===== src/rtl/key_event_ctrl.sv =====
// Turns one debounced key (press pulse plus level) into click, double-click,
// long-press and auto-repeat event pulses for the application logic.
module key_event_ctrl #(
    parameter logic [25:0] LONG_CNT   = 26'd50_000_000,
    parameter logic [25:0] DCLK_CNT   = 26'd15_000_000,
    parameter logic [25:0] REPEAT_CNT = 26'd10_000_000
) (
    input  logic clk,
    input  logic rst,
    input  logic key_flag,
    input  logic key_state,
    input  logic repeat_en,
    output logic ev_click,
    output logic ev_dclick,
    output logic ev_long,
    output logic ev_repeat,
    output logic busy
);

    localparam int unsigned CNT_W = 26;

    localparam logic [CNT_W-1:0] LONG_LAST = LONG_CNT - CNT_W'(1);
    localparam logic [CNT_W-1:0] DCLK_LAST = DCLK_CNT - CNT_W'(1);
    localparam logic [CNT_W-1:0] REP_LAST  = REPEAT_CNT - CNT_W'(1);

    typedef enum logic [4:0] {
        IDLE   = 5'b00001,
        PRESS1 = 5'b00010,
        WAIT2  = 5'b00100,
        PRESS2 = 5'b01000,
        LONG   = 5'b10000
    } state_t;

    state_t           state;
    logic [CNT_W-1:0] cnt;
    logic             ks_d;
    logic             rel;

    // Release is seen as a falling edge of the debounced level.
    assign rel = ks_d & ~key_state;

    // Gesture sequencer; event pulses default low and busy tracks the next state.
    always_ff @(posedge clk or negedge rst) begin
        if (!rst) begin
            state     <= IDLE;
            cnt       <= '0;
            ks_d      <= 1'b0;
            ev_click  <= 1'b0;
            ev_dclick <= 1'b0;
            ev_long   <= 1'b0;
            ev_repeat <= 1'b0;
            busy      <= 1'b0;
        end else begin
            ks_d      <= key_state;
            ev_click  <= 1'b0;
            ev_dclick <= 1'b0;
            ev_long   <= 1'b0;
            ev_repeat <= 1'b0;

            case (state)
                IDLE: begin
                    if (key_flag) begin
                        state <= PRESS1;
                        cnt   <= '0;
                        busy  <= 1'b1;
                    end
                end
                PRESS1: begin
                    // Release wins over a coincident long timeout.
                    if (rel) begin
                        state <= WAIT2;
                        cnt   <= '0;
                    end else if (cnt == LONG_LAST) begin
                        state   <= LONG;
                        cnt     <= '0;
                        ev_long <= 1'b1;
                    end else begin
                        cnt <= cnt + CNT_W'(1);
                    end
                end
                WAIT2: begin
                    // A second press on the last window cycle still counts as a double click.
                    if (key_flag) begin
                        state <= PRESS2;
                    end else if (cnt == DCLK_LAST) begin
                        state    <= IDLE;
                        ev_click <= 1'b1;
                        busy     <= 1'b0;
                    end else begin
                        cnt <= cnt + CNT_W'(1);
                    end
                end
                PRESS2: begin
                    if (rel) begin
                        state     <= IDLE;
                        ev_dclick <= 1'b1;
                        busy      <= 1'b0;
                    end
                end
                LONG: begin
                    if (rel) begin
                        state <= IDLE;
                        busy  <= 1'b0;
                    end else if (repeat_en) begin
                        if (cnt == REP_LAST) begin
                            ev_repeat <= 1'b1;
                            cnt       <= '0;
                        end else begin
                            cnt <= cnt + CNT_W'(1);
                        end
                    end else begin
                        cnt <= '0;
                    end
                end
                default: begin
                    state <= IDLE;
                    cnt   <= '0;
                    busy  <= 1'b0;
                end
            endcase
        end
    end

endmodule


===== config.mk =====
export PLATFORM = sky130hd
export DESIGN_NAME = key_event_ctrl
export DESIGN_NICKNAME = d
export VERILOG_FILES = /design/src/rtl/key_event_ctrl.sv
export SDC_FILE = /design/constraint.sdc
export NUM_CORES = 1
export LEC_CHECK = 0
export CORE_MARGIN = 2
export CORE_UTILIZATION = 64
export CTS_CLUSTER_SIZE = 16
export DETAILED_ROUTE_END_ITERATION = 7
export GPL_TIMING_DRIVEN = 1
export PLACE_DENSITY = 0.83
export SETUP_SLACK_MARGIN = 0.15
export SYNTH_ARGS = -nofsm -noshare
export SYNTH_HDL_FRONTEND = slang
export SYNTH_SLANG_ARGS = --single-unit

===== constraint.sdc =====
create_clock -name clk -period 3.2 [get_ports clk]
set_input_delay 0.8 -clock clk [delete_from_list [all_inputs] [get_ports clk]]
set_output_delay 0.8 -clock clk [all_outputs]
set_load 0.03 [all_outputs]

==> results of run 1 <==
[per-stage QoR]
| stage | power [mW] | std cells | hold slack (ns) | cell area (um2) |
|---|---|---|---|---|
| floorplan | 0.9319 | 231 | 0.4900 | 2168 |
| global placement | 1.035 | 286 | 0.4755 | 2316 |
| CTS | 1.277 | 294 | 0.5111 | 2371 |
| global route | 1.368 | 294 | 0.5343 | 2371 |
| finish | 1.278 | 294 | 0.5049 | 2371 |
| detailed placement | 1.039 | 286 | 0.4817 | 2316 |
[final timing paths]
| path | startpoint | end | slack, ns | depth (start not counted) |
|---|---|---|---|---|
| worst max-delay path | cnt[0] | cnt[20] | 0.56 | 7 |
| worst min-delay path | busy | busy | 0.50 | 1 |
| worst max register to register | cnt[0] | cnt[20] | 0.56 | 7 |
| worst min register to register | busy | busy | 0.50 | 1 |
| max in group asynchronous | rst | cnt[12] | 2.16 | 1 |
| min in group asynchronous | rst | cnt[2] | 0.52 | 1 |
[registers in the layout, summed over array words and instances, names as in the netlist]
signal     count
busy           1
cnt           26
ev_click       1
ev_dclick      1
ev_long        1
ev_repeat      1
ks_d           1
state          5
[final cells by class]
cell class / count / area, um2
Multi-Input combinational cell: 185 / 1190
Clock buffer: 5 / 37.54
Tap cell: 46 / 57.56
Sequential cell: 37 / 927.1
Timing Repair Buffer: 15 / 130.1
Inverter: 3 / 11.26
Clock inverter: 3 / 17.52
Fill cell: 240 / 913.4
[power by group]
part	leakage (nW)	internal [mW]	switching (mW)
clock	0.0310	0.0828	0.157
combinational	0.446	0.183	0.290
sequential	0.508	0.509	0.0561
[cell families (layout without fill, tap and decap cells)]
| logic type | Yosys count | count (layout) | share of synthesized area [%] |
|---|---|---|---|
| multiplexers | 1 | 1 | 0.5193 |
| AO/OA/AOI/OAI | 37 | 37 | 11.71 |
| XOR/XNOR | 14 | 14 | 5.655 |
| adder cells (fa/ha/maj) | 1 | 1 | 0.5769 |
| buffers and inverters | 9 | 26 | 2.365 |
| AND/OR/NAND/NOR | 132 | 132 | 36.41 |
| flip-flops | 37 | 37 | 42.76 |
[cell usage after synthesis, drive strengths merged, types with 2 or more instances]
cell type	n
dfrtp	36
nor2	24
nand2	19
o21ai	14
and3	12
nand3	12
nand4	10
nor3	8
nand2b	7
nor4	7
xnor2	7
xor2	7
a22o	6
buf	5
nor2b	5
and4	4
o31ai	4
or3	4
and2	3
inv	3
nor4bb	3
o2bb2ai	3
a21oi	2
a2bb2oi	2
and3b	2
and4bb	2
nand3b	2
nor4b	2
or2	2
[per-layer routing]
| metal | wire length (um) | up-vias |
|---|---|---|
| met3 | 230 | 11 |
| met5 | 0 | - |
| met2 | 2263 | 62 |
| met1 | 2120 | 889 |
| li1 | - | 887 |
| met4 | 71 | 0 |
==> run_results.csv, run 1 <==
group,metric,value,unit
clocking,post_cts_buffers,0,
worst_setup_path,start_kind,"register",
timing,skew,0.008254,ns
detailed_routing,drc,0,
logic_synthesis,synth-edff-count,0,
timing,min_period,2.636,ns
worst_setup_path,path_buf_inv,0,
logic_synthesis,syn_avg_cell_area,9.387,um2
timing,setup_ws,0.5644,ns
global_route,grt_use_met3,4.529,%
worst_setup_path,critPathKind,"reg -> reg",
logic_synthesis,yosysWarnings,0,
global_route,antenna_found_initial,0,
timing,finalSetupViolCount,0,
worst_setup_path,critPathMaxStageDelay,0.45,ns
logic_synthesis,ys_seq_area_share,42.76,%
worst_setup_path,cp-end-kind,"register",
logic_synthesis,synth_nets,237,
clocking,cts_tree,"done",
timing,fin_crit_sh,82.36,%
detailed_routing,routed_wl,4.686,mm
place,dp_slack,0.3580,ns
final_layout,synthToLayoutAreaGrowth,9.348,%
clocking,holdBufCountCts,0,
detailed_routing,via_per_inst,6.289,
power,vdd_drop_max,0.0003132,V
power,power_density,538.9,nW/um2
timing,setup_tns,0,ns
timing,maxClockFrequency,0.3794,GHz
clocking,cts_sinks,37,
run,maxCapViolations,0,
logic_synthesis,async_flop_share,100.0,%
place,io_buffers,9,
clocking,cts_root_buffer,"clkbuf_4",
global_route,grt_overflow_total,0,
place,place_congestion,0.9082,
clocking,cts_resized,0,
worst_setup_path,crit_chain,"ha_1 -> nand3_1 -> or3_1 -> o31ai_1 -> and3_1 -> and2_1 -> nor2_1",
clocking,clk_latency,0.35,ns
global_route,grtUsageMet2,44.97,%
logic_synthesis,synth_seq_cells,37,
floorplanning,coreArea,3284,um2
detailed_routing,ant_nets,0,
worst_setup_path,cp_data_required_time,3.42,ns
detailed_routing,vias,1849,
logic_synthesis,syn_area,2168,um2
worst_setup_path,critPathArrivalTime,2.85,ns
timing,relSlewSlack,46.53,%
final_layout,fin_util,72.19,%
floorplanning,die_area,3869,um2
clocking,clock_path_buffers,2,
power,p_leak,0.9844,nW
logic_synthesis,synth_top_area_cell,"dfrtp_1",
logic_synthesis,synth_ff_type,"dfrtp_1",
floorplanning,dieWidth,62.21,um
final_layout,final_layout_size_suffix_gt1_share,9.677,%
logic_synthesis,synth_cells,231,
detailed_routing,drt_iter0_markers,142,
worst_setup_path,critical_path.max_fanout,13,
global_route,grt_use_total,26.56,%
place,post-dp-hpwl,3.398,mm
global_route,grt_max_degree,38,
floorplanning,initial_core_util,66.02,%
worst_setup_path,crit_path_top_delay_cell,"or3_1",
global_route,top_usage_layer,"met2",
worst_hold_path,hp-class,"reg -> reg",
timing,worstMarginPinSlew,0.8020,ns
worst_setup_path,critPathTopFamily,"simple AND/OR/NAND/NOR gates",
clocking,htree_levels,2,
timing,drv_slew,0,
clocking,numCtsBuffers,5,
detailed_routing,routedWlPerCell,15.94,um
final_layout,final_common_cell,"dfrtp_1",
global_route,grt_pass1_vias,1746,
logic_synthesis,synthDominantCellAreaShare,41.55,%
floorplanning,boundaryPins,10,
timing,rsz0062_at_grt,"false",
detailed_routing,drt_pass1_iterations,4,
outcome,status,"complete, no violations",
final_layout,layout_common_cells,"dfrtp_1 (36), nor2_1 (24), nand2_1 (19)",
logic_synthesis,synth_cell_types,52,
logic_synthesis,synth_area_leaders,"dfrtp_1 (42%), nor2_1 (4.2%), and3_1 (3.5%)",
global_route,grt_first_pass_wirelength,8.224,mm
timing,hold_viol_final,0,
final_layout,nets,253,
clocking,clkTransAtPathRegs,0.11,ns
floorplanning,std_cell_rows,21,
global_route,use_met1,35.59,%
final_layout,n_antenna_cell,0,
floorplanning,fp.dieH,62.21,um
No activity file was read; power rests on OpenSTA's default activity.
==> inputs of run 2 (changes only) <==
- CORE_UTILIZATION: 64 -> 60
- PLACE_DENSITY: 0.83 -> 0.78
- clock period: 3.2 -> 2.6 ns (I/O delays scaled with it)
==> run_results.csv, run 2 (synthesis gave the netlist of run 1 again) <==
group,metric,value,unit
clocking,numCtsBuffers,5,
global_route,grt_max_degree,38,
clocking,cts_root_buffer,"clkbuf_4",
clocking,cts_tree,"done",
timing,setup_ws,0.2283,ns
floorplanning,die_area,4111,um2
worst_setup_path,cp_data_required_time,2.89,ns
worst_hold_path,min_from,"busy",
timing,skew,0.008351,ns
power,vdd_drop_max,0.0003924,V
detailed_routing,drc,0,
power,power_density,676.6,nW/um2
final_layout,synthToLayoutAreaGrowth,17.02,%
timing,drv_slew,0,
place,io_buffers,9,
detailed_routing,routed_wl,5.158,mm
worst_setup_path,critPathKind,"in -> reg",
final_layout,largest_reg_flops,26,
worst_setup_path,startpoint,"key_state",
outcome,status,"complete, no violations",
timing,rsz0062_at_grt,"false",
timing,worstMarginPinSlew,0.4546,ns
worst_setup_path,critPathArrivalTime,2.66,ns
final_layout,fillCellCount,264,
detailed_routing,routedWlPerCell,16.69,um
run,maxCapViolations,0,
timing,fin_crit_sh,91.22,%
place,dp_slack,-0.1137,ns
final_layout,regArea,927.1,um2
floorplanning,fp.dieH,64.12,um
worst_setup_path,crit_path_top_delay_cell,"clkdlybuf4s50_1",
worst_setup_path,rrSetupSlack,0.28,ns
detailed_routing,vias,1956,
power,p_leak,1.064,nW
timing,relSlewSlack,69.70,%
final_layout,multi_input_area,1239,um2
final_layout,top_register,"cnt",
worst_setup_path,critPathMaxStageDelay,0.52,ns
final_layout,design_area,2537,um2
worst_setup_path,crit_chain,"clkdlybuf4s50_1 -> nor2b_1 -> nor4b_4 -> o31ai_4 -> and3_4 -> buf_4 -> or4_1 -> nand3_1",
worst_setup_path,cp-end-kind,"register",
detailed_routing,ant_nets,0,
final_layout,fin_util,74.29,%
worst_setup_path,path_buf_inv,2,
global_route,grt_first_pass_wirelength,8.942,mm
worst_setup_path,worstReg2RegStart,"cnt[1]",
final_layout,n_antenna_cell,0,
clocking,clk_latency,0.35,ns
timing,min_period,2.372,ns
place,placed_cell_area,2419,um2
timing,finalSetupViolCount,0,
final_layout,top_regs,"cnt (26), state (5)",
worst_setup_path,critPathTopFamily,"simple AND/OR/NAND/NOR gates",
clocking,cts_sinks,37,
clocking,clock_path_buffers,2,
timing,maxClockFrequency,0.4216,GHz
global_route,antenna_found_initial,0,
global_route,grt_pass1_vias,1941,
clocking,htree_levels,2,
final_layout,final_common_cell,"dfrtp_1",
power,finalPower,1.717,mW
floorplanning,dieWidth,64.12,um
timing,hold_ws,0.5114,ns
floorplanning,boundaryPins,10,
detailed_routing,via_per_inst,6.330,
floorplanning,initial_core_util,63.48,%
final_layout,nets,268,
place,post-dp-hpwl,3.728,mm
final_layout,layout_common_cells,"dfrtp_1 (36), nor2_1 (24), buf_4 (21)",
floorplanning,coreArea,3416,um2
place,place_congestion,0.8334,
detailed_routing,drt_pass1_iterations,4,
global_route,grt_overflow_total,0,
detailed_routing,drt_iter0_markers,238,
floorplanning,std_cell_rows,21,
worst_setup_path,critical_path.max_fanout,8,
timing,hold_viol_final,0,
final_layout,final_layout_size_suffix_gt1_share,17.11,%
worst_hold_path,hp-class,"reg -> reg",
clocking,clkTransAtPathRegs,0.12,ns
global_route,grt_use_total,28.03,%
worst_setup_path,start_kind,"input pin",
==> run 2: cell count changes in the layout (fill, tap and decap cells not counted), sizes merged <==
cell and change:
buf +14, clkdlybuf4s50 +1
==> run 2: worst paths after layout <==
| check | endpoint | cells past startpoint |
|---|---|---|
| max reg2reg | state[3] | 9 |
| min in group asynchronous | state[3] | 2 |
| max in group asynchronous | state[0] | 2 |
| min reg2reg | busy | 1 |
| max | cnt[21] | 8 |
| min | busy | 1 |
==> run 2: repair_timing <==
item,4_1_cts,5_1_grt
endpoints found under the setup margin,24,24
pin swaps,0,1
buffers inserted,0,2
hold buffers,0,0
resized for setup,6,5
==> run 2: layer usage <==
| layer | global-route usage [%] | routed length, um | vias to the layer above |
|---|---|---|---|
| met5 | 0 | 0 | - |
| met1 | 38.75 | 2283 | 972 |
| met2 | 44.14 | 2562 | 52 |
| met3 | 5.634 | 246 | 8 |
| li1 | - | - | 924 |
| met4 | 9.574 | 65 | 0 |
==> run 2: metrics by stage <==
stage	TNS [ns]	instances
floorplan	0	231
global placement	0	299
detailed placement	-1.493	299
CTS	0	307
global route	0	309
finish	0	309
==> run 2: worst register-to-register path: stages (launching register included) <==
cell and delay [ns]:
dfrtp_1 0.45, ha_4 0.18, nand3_2 0.12, or3_4 0.42
o31ai_4 0.27, buf_4 0.15, a21boi_1 0.18, nand2b_1 0.13
buf_4 0.16, a22o_1 0.17
==> run 2: where the power goes <==
group / switching, mW / internal, mW / total, mW
clock network: 0.199 / 0.102 / 0.301
registers: 0.0640 / 0.627 / 0.691
logic: 0.401 / 0.324 / 0.725
==> run 2: layout make-up <==
cell class | instances | share of cell area (%)
well taps | 46 | 2.268
clock buffers | 5 | 1.479
flip-flops and latches | 37 | 36.54
inverters | 3 | 0.4438
multi-input cells | 185 | 48.82
repair buffers | 30 | 9.763
clock inverters | 3 | 0.6903
==> inputs of run 3 (changes only) <==
- CORE_ASPECT_RATIO: not set -> 1.2
==> run_results.csv, run 3 (synthesis gave the netlist of run 1 again) <==
group,metric,value,unit
worst_setup_path,cp_data_required_time,2.78,ns
clocking,numCtsBuffers,5,
final_layout,fillCellCount,246,
final_layout,synthToLayoutAreaGrowth,18.00,%
final_layout,final_layout_size_suffix_gt1_share,15.06,%
worst_hold_path,hp-class,"reg -> reg",
final_layout,nets,264,
power,power_density,779.8,nW/um2
timing,fin_crit_sh,91.53,%
worst_setup_path,cp-end-kind,"register",
global_route,grt_pass1_vias,2014,
final_layout,regArea,927.1,um2
detailed_routing,vias,2017,
timing,skew,0.007461,ns
detailed_routing,drc,1,
floorplanning,initial_core_util,63.85,%
detailed_routing,drt_iter0_markers,280,
place,post-dp-hpwl,3.841,mm
timing,maxClockFrequency,0.4202,GHz
detailed_routing,ant_nets,0,
clocking,clk_latency,0.29,ns
place,place_congestion,1.001,
clocking,cts_root_buffer,"clkbuf_8",
worst_setup_path,start_kind,"register",
global_route,grt_max_degree,38,
clocking,holdBufCountCts,0,
timing,relSlewSlack,69.44,%
final_layout,final_common_cell,"dfrtp_1",
clocking,htree_levels,2,
power,p_leak,1.082,nW
detailed_routing,drt_pass1_iterations,7,
run,maxCapViolations,0,
worst_setup_path,critical_path.max_fanout,7,
final_layout,top_register,"cnt",
global_route,grt_overflow_total,0,
timing,setup_tns,0,ns
floorplanning,coreArea,3396,um2
timing,setup_ws,0.2202,ns
detailed_routing,routedWlPerCell,18.83,um
final_layout,multi_input_area,1219,um2
clocking,cts_tree,"done",
clocking,post_cts_buffers,0,
timing,worstMarginPinSlew,0.4584,ns
clocking,clkTransAtPathRegs,0.08,ns
outcome,status,"complete, but fails checks",
clocking,clock_path_buffers,2,
final_layout,n_antenna_cell,0,
place,dp_slack,-0.01838,ns
floorplanning,dieWidth,58.88,um
floorplanning,boundaryPins,10,
floorplanning,die_area,4112,um2
power,finalPower,1.995,mW
global_route,grt_use_total,29.37,%
detailed_routing,routed_wl,5.575,mm
timing,hold_viol_final,0,
timing,rsz0062_at_grt,"false",
place,io_buffers,9,
timing,finalSetupViolCount,0,
final_layout,layout_common_cells,"dfrtp_1 (36), nor2_1 (24), nand2_1 (19)",
clocking,cts_sinks,37,
power,vdd_drop_max,0.0004258,V
final_layout,top_regs,"cnt (26), state (5)",
worst_setup_path,critPathKind,"reg -> reg",
detailed_routing,via_per_inst,6.814,
timing,drv_slew,0,
outcome,violations,"DRC",
timing,min_period,2.380,ns
global_route,grt_first_pass_wirelength,9.404,mm
global_route,antenna_found_initial,0,
worst_setup_path,critPathArrivalTime,2.56,ns
floorplanning,fp.dieH,69.85,um
floorplanning,std_cell_rows,23,
final_layout,largest_reg_flops,26,
-- run 3: changes by cell type in the layout (fill, tap and decap cells not counted), sizes merged --
cell	delta
buf	-4
clkinv	-2
clkinvlp	-1
bufinv	+2
inv	+1
-- run 3: path summary, 6_finish.rpt --
kind	from	to	slack, ns	depth (start not counted)
setup / recovery	cnt[0]	cnt[4]	0.22	8
hold / removal	busy	busy	0.50	1
setup reg to reg	cnt[0]	cnt[4]	0.22	8
hold reg to reg	busy	busy	0.50	1
max in group asynchronous	rst	state[0]	1.48	2
min in group asynchronous	rst	state[2]	0.78	2
-- run 3: layer usage --
layer,GRT usage [%],vias up,routed length [um]
met3,5.556,26,380
li1,-,912,-
met4,13.38,0,178
met5,0,-,0
met1,38.42,963,2272
met2,46.30,116,2744
-- run 3: critical path: stages, from the launching register on --
cell and delay, ns:
dfrtp_1 0.40, ha_1 0.23, nand3_1 0.12, or3_1 0.47, o31ai_4 0.31, and3_4 0.26
buf_4 0.16, o21ai_0 0.08, a22o_1 0.23
-- run 3: cell type report --
type,count,area share (%)
tap,37,1.809
inverter,3,0.4401
clock inverter,3,2.689
timing repair buffer,26,8.509
multi-input combinational,185,47.63
clock buffer,5,2.689
sequential,37,36.23
-- run 3: per-stage QoR --
stage	instance area (um2)	std cells	hold slack (ns)	util [%]
after floorplan	2168	231	0.3544	-
after global placement	2392	288	0.4788	70.45
after detailed placement	2392	288	0.4819	70.45
after CTS	2532	296	0.5068	74.58
after global routing	2559	296	0.5312	75.35
final	2559	296	0.5043	75.35
-- run 3: where the power goes --
group	switching (mW)	internal, mW	total (mW)
logic	0.404	0.285	0.689
clock network	0.219	0.386	0.605
registers	0.0750	0.627	0.702
total	0.698	1.30	2.00
-- run 3: timing repair --
action,CTS,global route
gates resized for setup,3,5
endpoints found under the setup margin,15,26
cloned,0,0
